## src/rtl/mem_arbiter_if.sv

```systemverilog
// mem_arbiter_if: bundles the core-side fetch/data ports and the RAM-side
// request/response lines of the memory arbiter.
//   slave  : the arbiter (consumes requests and RAM status, drives waits/loads/strobes/err)
//   master : the environment (core + RAM) driving the other direction
// Port summary:
//   iREN/iaddr/iwait/iload               fetch port
//   dREN/dWEN/daddr/dstore/dwait/dload   data port
//   ramREN/ramWEN/ramaddr/ramstore       RAM request lines
//   ramload/ramstate                     RAM response (ramstate: FREE=0 BUSY=1 ACCESS=2 ERROR=3)
//   err                                  sticky error flag
interface mem_arbiter_if;
  logic        iREN;
  logic [31:0] iaddr;
  logic        iwait;
  logic [31:0] iload;
  logic        dREN;
  logic        dWEN;
  logic [31:0] daddr;
  logic [31:0] dstore;
  logic        dwait;
  logic [31:0] dload;
  logic        ramREN;
  logic        ramWEN;
  logic [31:0] ramaddr;
  logic [31:0] ramstore;
  logic [31:0] ramload;
  logic [1:0]  ramstate;
  logic        err;

  modport slave (
    input  iREN, iaddr, dREN, dWEN, daddr, dstore, ramload, ramstate,
    output iwait, iload, dwait, dload, ramREN, ramWEN, ramaddr, ramstore, err
  );

  modport master (
    output iREN, iaddr, dREN, dWEN, daddr, dstore, ramload, ramstate,
    input  iwait, iload, dwait, dload, ramREN, ramWEN, ramaddr, ramstore, err
  );
endinterface

```

## src/rtl/mem_arbiter.sv

```systemverilog
// mem_arbiter: shares one single-ported RAM between the fetch port and the
// data port. Data has priority; one access at a time with an IDLE bubble
// between accesses; a bounded timeout forces completion if the RAM hangs.
// Ports:
//   CLK  clock, rising edge
//   RST  synchronous reset, active-high
//   bus  mem_arbiter_if.slave (fetch port, data port, RAM lines, err)
// Parameters:
//   TIMEOUT     access cycles without ACCESS/ERROR before forced abort (>=2)
//   STARVE_MAX  consecutive data grants with fetch pending before fetch is forced
// Configuration macro:
//   ARB_STARVE_GUARD_EN  enables the fetch starvation guard (default: off,
//                        strict data priority)
module mem_arbiter #(
  parameter int TIMEOUT    = 16,
  parameter int STARVE_MAX = 4
) (
  input logic         CLK,
  input logic         RST,
  mem_arbiter_if.slave bus
);

  localparam logic [1:0] RS_ACCESS = 2'd2;
  localparam logic [1:0] RS_ERROR  = 2'd3;
  localparam logic [31:0] BAD_LOAD = 32'hBAD1BAD1;

  localparam int CW = $clog2(TIMEOUT);
  localparam logic [CW-1:0] TMAX = CW'(TIMEOUT - 1);

  typedef enum logic [1:0] {IDLE, D_ACC, I_ACC} state_t;

  state_t        state_q, state_d;
  logic [CW-1:0] tmo_q, tmo_d;
  logic          err_q, err_d;

  logic d_req, done, abort, pick_i;

  assign d_req = bus.dREN | bus.dWEN;
  assign done  = (bus.ramstate == RS_ACCESS);
  assign abort = (bus.ramstate == RS_ERROR) | (tmo_q == TMAX);

`ifdef ARB_STARVE_GUARD_EN
  localparam int SW = $clog2(STARVE_MAX + 1);
  localparam logic [SW-1:0] SMAX = SW'(STARVE_MAX);
  logic [SW-1:0] starve_q, starve_d;

  // Fetch is forced only when it is actually pending.
  assign pick_i = bus.iREN & (starve_q == SMAX);

  always_ff @(posedge CLK) begin
    if (RST) starve_q <= '0;
    else     starve_q <= starve_d;
  end

  always_comb begin
    starve_d = starve_q;
    if (state_q == IDLE) begin
      if (pick_i || (!d_req && bus.iREN))
        starve_d = '0;
      else if (d_req && bus.iREN && starve_q != SMAX)
        starve_d = starve_q + 1'b1;
    end
  end
`else
  logic unused_starve;
  assign unused_starve = ^STARVE_MAX;
  assign pick_i = 1'b0;
`endif

  // State register
  always_ff @(posedge CLK) begin
    if (RST) begin
      state_q <= IDLE;
      tmo_q   <= '0;
      err_q   <= 1'b0;
    end else begin
      state_q <= state_d;
      tmo_q   <= tmo_d;
      err_q   <= err_d;
    end
  end

  // Next-state logic
  always_comb begin
    state_d = state_q;
    tmo_d   = tmo_q;
    // Both data strobes together is a protocol error even though it is serviced.
    err_d   = err_q | (bus.dREN & bus.dWEN);
    case (state_q)
      IDLE: begin
        tmo_d = '0;
        if (pick_i)        state_d = I_ACC;
        else if (d_req)    state_d = D_ACC;
        else if (bus.iREN) state_d = I_ACC;
      end
      D_ACC, I_ACC: begin
        if ((state_q == D_ACC) ? !d_req : !bus.iREN) begin
          state_d = IDLE;                    // withdrawal: no completion
        end else if (done) begin
          state_d = IDLE;
        end else if (abort) begin
          state_d = IDLE;
          err_d   = 1'b1;
        end else begin
          tmo_d = (tmo_q == TMAX) ? tmo_q : tmo_q + 1'b1;
        end
      end
      default: state_d = IDLE;
    endcase
  end

  // Output logic; completion is suppressed while RST is held so a reset
  // mid-access never produces a wait=0 pulse.
  always_comb begin
    bus.ramREN   = 1'b0;
    bus.ramWEN   = 1'b0;
    bus.ramaddr  = '0;
    bus.ramstore = '0;
    bus.iwait    = 1'b1;
    bus.iload    = '0;
    bus.dwait    = 1'b1;
    bus.dload    = '0;
    case (state_q)
      D_ACC: begin
        bus.ramaddr  = bus.daddr;
        bus.ramstore = bus.dstore;
        bus.ramWEN   = bus.dWEN;
        bus.ramREN   = bus.dREN & ~bus.dWEN;
        if (d_req && !RST) begin
          if (done) begin
            bus.dwait = 1'b0;
            if (bus.dREN && !bus.dWEN) bus.dload = bus.ramload;
          end else if (abort) begin
            bus.dwait = 1'b0;
            bus.dload = BAD_LOAD;
          end
        end
      end
      I_ACC: begin
        bus.ramaddr = bus.iaddr;
        bus.ramREN  = bus.iREN;
        if (bus.iREN && !RST) begin
          if (done) begin
            bus.iwait = 1'b0;
            bus.iload = bus.ramload;
          end else if (abort) begin
            bus.iwait = 1'b0;
            bus.iload = BAD_LOAD;
          end
        end
      end
      default: ;
    endcase
  end

  assign bus.err = err_q;

endmodule

```

## src/flat_wrapper.sv

```systemverilog
// flat-port wrapper written by rule: the top's interface ports become plain ports
module mem_arbiter_flat 
#(
  parameter int TIMEOUT    = 16,
  parameter int STARVE_MAX = 4
)
  (CLK, RST, bus_iREN, bus_iaddr, bus_dREN, bus_dWEN, bus_daddr, bus_dstore, bus_ramload, bus_ramstate, bus_iwait, bus_iload, bus_dwait, bus_dload, bus_ramREN, bus_ramWEN, bus_ramaddr, bus_ramstore, bus_err);
  mem_arbiter_if bus_i ();
  input logic CLK;
  input logic RST;
  input wire logic [$bits(bus_i.iREN)-1:0] bus_iREN;
  input wire logic [$bits(bus_i.iaddr)-1:0] bus_iaddr;
  input wire logic [$bits(bus_i.dREN)-1:0] bus_dREN;
  input wire logic [$bits(bus_i.dWEN)-1:0] bus_dWEN;
  input wire logic [$bits(bus_i.daddr)-1:0] bus_daddr;
  input wire logic [$bits(bus_i.dstore)-1:0] bus_dstore;
  input wire logic [$bits(bus_i.ramload)-1:0] bus_ramload;
  input wire logic [$bits(bus_i.ramstate)-1:0] bus_ramstate;
  output wire logic [$bits(bus_i.iwait)-1:0] bus_iwait;
  output wire logic [$bits(bus_i.iload)-1:0] bus_iload;
  output wire logic [$bits(bus_i.dwait)-1:0] bus_dwait;
  output wire logic [$bits(bus_i.dload)-1:0] bus_dload;
  output wire logic [$bits(bus_i.ramREN)-1:0] bus_ramREN;
  output wire logic [$bits(bus_i.ramWEN)-1:0] bus_ramWEN;
  output wire logic [$bits(bus_i.ramaddr)-1:0] bus_ramaddr;
  output wire logic [$bits(bus_i.ramstore)-1:0] bus_ramstore;
  output wire logic [$bits(bus_i.err)-1:0] bus_err;
  assign bus_i.iREN = bus_iREN;
  assign bus_i.iaddr = bus_iaddr;
  assign bus_i.dREN = bus_dREN;
  assign bus_i.dWEN = bus_dWEN;
  assign bus_i.daddr = bus_daddr;
  assign bus_i.dstore = bus_dstore;
  assign bus_i.ramload = bus_ramload;
  assign bus_i.ramstate = bus_ramstate;
  assign bus_iwait = bus_i.iwait;
  assign bus_iload = bus_i.iload;
  assign bus_dwait = bus_i.dwait;
  assign bus_dload = bus_i.dload;
  assign bus_ramREN = bus_i.ramREN;
  assign bus_ramWEN = bus_i.ramWEN;
  assign bus_ramaddr = bus_i.ramaddr;
  assign bus_ramstore = bus_i.ramstore;
  assign bus_err = bus_i.err;
  mem_arbiter #(.TIMEOUT(TIMEOUT), .STARVE_MAX(STARVE_MAX)) u_core (.CLK(CLK), .RST(RST), .bus(bus_i));
endmodule
```

## config.mk

```make
export PLATFORM = sky130hd
export DESIGN_NAME = mem_arbiter_flat
export DESIGN_NICKNAME = d
export VERILOG_FILES = /design/src/rtl/mem_arbiter_if.sv /design/src/rtl/mem_arbiter.sv /design/src/flat_wrapper.sv
export SDC_FILE = /design/constraint.sdc
export NUM_CORES = 1
export LEC_CHECK = 0
export CORE_AREA = 2 2 105 107
export CTS_CLUSTER_SIZE = 12
export DETAILED_ROUTE_END_ITERATION = 8
export DIE_AREA = 0 0 107 109
export PLACE_DENSITY = 0.71
export SYNTH_ARGS = -nofsm -noshare
export SYNTH_HDL_FRONTEND = slang
export SYNTH_SLANG_ARGS = --single-unit
```

## constraint.sdc

```tcl
create_clock -name CLK -period 1.86 [get_ports CLK]
set_input_delay 0.372 -clock CLK [delete_from_list [all_inputs] [get_ports CLK]]
set_output_delay 0.372 -clock CLK [all_outputs]
set_load 0.1 [all_outputs]
```

**After elaboration in Yosys (flattened, before gate mapping)**

Cells that the tools add are included.

- $add $sub $neg: 1
- Equality and inequality tests: 11
- Multiplexer cells: 34
- Bitwise operators: 6
- Reductions and logical operators: 12

Operators with widths:

| cell | count |
|---|---|
| $mux W32 | 9 |
| $pmux W32 S2 | 1 |
| $mux W4 | 4 |
| $mux W1 | 12 |
| $mux W2 | 5 |
| $ne A2 B2 Y1 const B | 4 |
| $pmux W4 S2 | 1 |
| $eq A2 B2 Y1 const B | 3 |
| $reduce_and A5 Y1 | 1 |
| $add A4 B1 Y4 const B | 1 |
| $eq A4 B4 Y1 const B | 1 |
| $logic_not A1 Y1 | 4 |
| $ne A4 B1 Y1 const B | 1 |
| $pmux W2 S2 | 1 |
| $logic_and A1 B1 Y1 | 3 |
| $ne A3 B2 Y1 const B | 1 |
| $or A1 B1 Y1 | 3 |
| $and A1 B1 Y1 | 2 |
| $eq A2 B1 Y1 const B | 1 |
| $logic_not A2 Y1 | 1 |
| $pmux W1 S2 | 1 |
| $reduce_and A2 Y1 | 1 |
| $reduce_bool A2 Y1 | 1 |
| $reduce_or A2 Y1 | 1 |
| $not A1 Y1 | 1 |

- Register bits: 7
- Input bits: 135
- Output and inout port bits: 133
- Word-level logic and storage cells: 67

**Longest topological paths before layout**

- Depth after elaboration: 6
- Mapped depth: 7
- Gate-level depth less buffers: 5

**Worst setup path after synthesis**

No wires, ideal clock.

- Path type: flip-flop to output port
- From: reg u_core.tmo_q[0]
- To: out bus_dload[15]
- Data arrival time: 2.886 ns
- Required time: 1.488 ns
- Path slack: -1.398 ns
- Cell stages (with the launch flop): 7
- Buffers on the path: 2
- Cell sequence: dfxtp_1 > ha_1 > a31oi_4 > or4b_4 > buf_6 > buf_8 > nor2_1

- Longest elaborated chain between the ends: 6

RTL lines:

| what | RTL line | RTL |
|---|---|---|
| start, declared | mem_arbiter.sv:33 | `logic [CW-1:0] tmo_q, tmo_d;` |
| start signal, assigned | mem_arbiter.sv:78 | `tmo_q <= tmo_d;` |
| $eq A4 B4 Y1 | mem_arbiter.sv:40 | `assign abort = (bus.ramstate == RS_ERROR) \| (tmo_q == TMAX);` |
| $or A1 B1 Y1 | mem_arbiter.sv:40 |  |
| $mux W32 | mem_arbiter.sv:133 | `end else if (abort) begin` |
| $mux W32 | mem_arbiter.sv:130 | `if (done) begin` |
| $mux W32 | mem_arbiter.sv:129 | `if (d_req && !RST) begin` |
| $mux W32 | mem_arbiter.sv:123 | `case (state_q)` |
| end, declared | flat_wrapper.sv:22 | `output wire logic [$bits(bus_i.dload)-1:0] bus_dload;` |

Every way passes these cells.

**Final worst setup path**

- From: reg u_core.tmo_q[1]
- To: out bus_dload[29]

The elaborated chain is that of the path after synthesis.

==> qor.yml <==
cts:
  h-tree-depth: 1
  clk_path_buf_depth: 2
  cts_buffers: 3
  cts.sinks: 7
  cts_tree: "built"
  root_buffer: "clkbuf_8"
  clock_latency_ps: 240
  path_clk_slew_ps: 40
final_layout:
  drive_gt1_frac: 0.678
  final_nets: 732
  instances_no_fill: 730
  most-common-layout-cells: "buf_12, clkdlybuf4s50_1, nor2b_4, and2_4, a22oi_2"
  mostFrequentLayoutCell: "buf_12"
  design_area_mm2: 0.00803
  nFillCells: 646
  area_delta_synth_final_pct: 322
  insertedDiodeCount: 0
setup_path:
  worstPathCellList: "ha_4 > a31oi_4 > or4b_4 > buf_16 > nor2_4 > buf_12"
  critPathArrivalTime_ps: 1960
  cp_max_fo: 9
  r2r_slack_ps: -60
  critPathBufInv: 2
  critPathCaptureType: "primary output"
  cpMaxStageDelayCell: "or4b_4"
  cp_num_cells: 6
  criticalPathCategory: "register to primary output"
  r2r_start: "u_core.tmo_q[0]$_SDFFE_PP0P_"
  start_kind: "register"
  path_delay_family: "simple AND/OR/NAND/NOR gates"
  worstPathRequired_ps: 1490
  reg2reg_depth: 8
  rr_endpoint: "u_core.tmo_q[3]$_SDFFE_PP0P_"
  max_stage_delay_ps: 620
timing:
  slew_headroom: 0.736
  post-route-min-period_ps: 2330
  finalSetupTns_ps: -26860
  finalClockSkew_ps: 1.40
  timing.final.ws_setup_ps: -473
  setup_viol: 104
  rsz0062_at_grt: "true"
  hold_viol: 0
  worstMarginPinSlew_ps: 395
  hold_ws_ps: 596
  min_period_over_period: 1.25
  slew_viol_final: 0
  max_freq_mhz: 429
yosys:
  async_reset_ff_frac: 0
  avgSynthCellArea_um2: 6.75
  ys_seq_area_frac: 0.0736
  synth-edff-count: 0
  yosys_warnings: 0
  ys_seq_elements: 7
  yosys.cell_types.count: 39
  syn_inst: 282
  post-synth-top-area-cell: "a22oi_1"
  synthFlopType: "dfxtp_1"
  syn-num-nets: 423
  yosysTopAreaCellShare: 0.130
  netlist_area_mm2: 0.00190
  synth_area_leaders: "a22oi_1, nor2b_1, and2_1, and3_1, o21a_1"
hold_path:
  hold_end: "u_core.bus.err$_SDFF_PP0_"
  min_path_cells: 2
  min_from: "u_core.bus.err$_SDFF_PP0_"
  hold_class: "register to register"
die:
  die_area_mm2: 0.0117
  coreArea_mm2: 0.0106
  fp-row-count: 38
  start_util: 0.179
  die_y_um: 109
  pin_count: 268
  die_w_um: 107
place:
  port-buffer-count: 267
  dp_hpwl_um: 11300
  postPlaceCellArea_mm2: 0.00704
  place_congestion: 0.821
  place_ws_ps: -631
  dp.cells: 689
global_route:
  grt_pass1_wl_um: 23000
  antenna_found_initial: 0
  grt.total_usage: 0.257
  grt_max_degree: 35
  grt_pass1_vias: 3779
  overflow: 0
outcome:
  violations: "setup timing"
  status: "complete, but fails checks"
drt:
  avgViaCountPerCell: 5.06
  drtIter0Drc: 259
  wire_per_inst_um: 22.5
  ant_nets: 0
  dr.pass1.iters: 4
  drcViolationCount: 0
  drt_wl_total_um: 16400
  via_count: 3695
pwr:
  cellLeakagePower_nw: 3.06
  powerDensity_mw_per_mm2: 533
  ir_worst_vdd_mv: 0.524
job:
  maxCapViolations: 0
==> layout make-up <==
type                       instances  area (um^2)  share of cell area
clock buffer                       4         45.0             0.00561
inverter                           6         25.0             0.00312
multi-input combinational        238         2630               0.328
sequential                         7          148              0.0184
tap                              140          175              0.0218
timing repair buffer             335         5010               0.623
==> flip-flops by register name, indices dropped and copies added (netlist names) <==
name,count
u_core.state_q,2
u_core.bus.err,1
u_core.tmo_q,4
==> stage by stage <==
step | power [W] | utilization
finish | 0.00428 | 0.758
CTS | 0.00418 | 0.742
global route | 0.00440 | 0.758
global placement | 0.00339 | 0.664
floorplan | 0.00223 | -
detailed placement | 0.00343 | 0.664
==> Yosys cell counts (2+ instances only) <==
library cell   n
o21a_1        22
buf_2          5
clkbuf_1      23
ha_1           6
nor2_1        20
a31o_2         2
buf_6          2
dfxtp_1        7
and3_1        28
nor2b_1       37
and3b_1        2
a32oi_1        2
o2111ai_1      4
a22oi_1       33
and2_1        35
inv_1          6
nor3b_1        2
nand2_1        2
a21oi_1       22
o41ai_1        3
==> cells by family (layout without fill, tap and decap cells) <==
kind of cell | Yosys count | count (layout) | synth area share
flip-flops | 7 | 7 | 0.0736
AO/OA/AOI/OAI | 95 | 95 | 0.363
AND/OR/NAND/NOR | 136 | 137 | 0.432
buffers and inverters | 38 | 345 | 0.0920
adder cells (fa/ha/maj) | 6 | 6 | 0.0394
==> power breakdown <==
group          switching (W)  internal, W
sequential         0.0000145     0.000163
combinational        0.00212      0.00175
clock              0.0000819     0.000150
==> worst register-to-register path: stages (launching register included) <==
cell	delay, ps
dfxtp_2	330
ha_4	170
buf_4	140
a31o_4	210
buf_4	130
buf_6	120
buf_4	160
o41ai_2	380
a31oi_1	160
==> what timing repair did <==
action                                  CTS  global route
hold buffers                              0             0
endpoints found under the setup margin  123           128
setup buffers                            17            12
cloned                                   14             4
resized for setup                        87            31
pin swaps                                28            14
==> worst max path at each step <==
stage	start	to	slack, ps
6_report	u_core.tmo_q[1]$_SDFFE_PP0P_	bus_dload[29]	-470
5_1_grt	u_core.tmo_q[1]$_SDFFE_PP0P_	bus_dload[15]	-500
3_3_place_gp	bus_dWEN	bus_dload[12]	-580
2_1_floorplan	u_core.tmo_q[0]$_SDFFE_PP0P_	bus_dload[15]	-550
3_5_place_dp	bus_dWEN	bus_dload[23]	-630
4_1_cts	u_core.tmo_q[1]$_SDFFE_PP0P_	bus_dload[13]	-490
==> metal layers <==
metal	part of all wire	wire (um)	global-route usage
met1	0.39	6420	0.324
met2	0.52	8470	0.455
met3	0.071	1160	0.0490
met4	0.021	349	0.0547
met5	0	0	0
No activity file was read; power rests on OpenSTA's default activity.
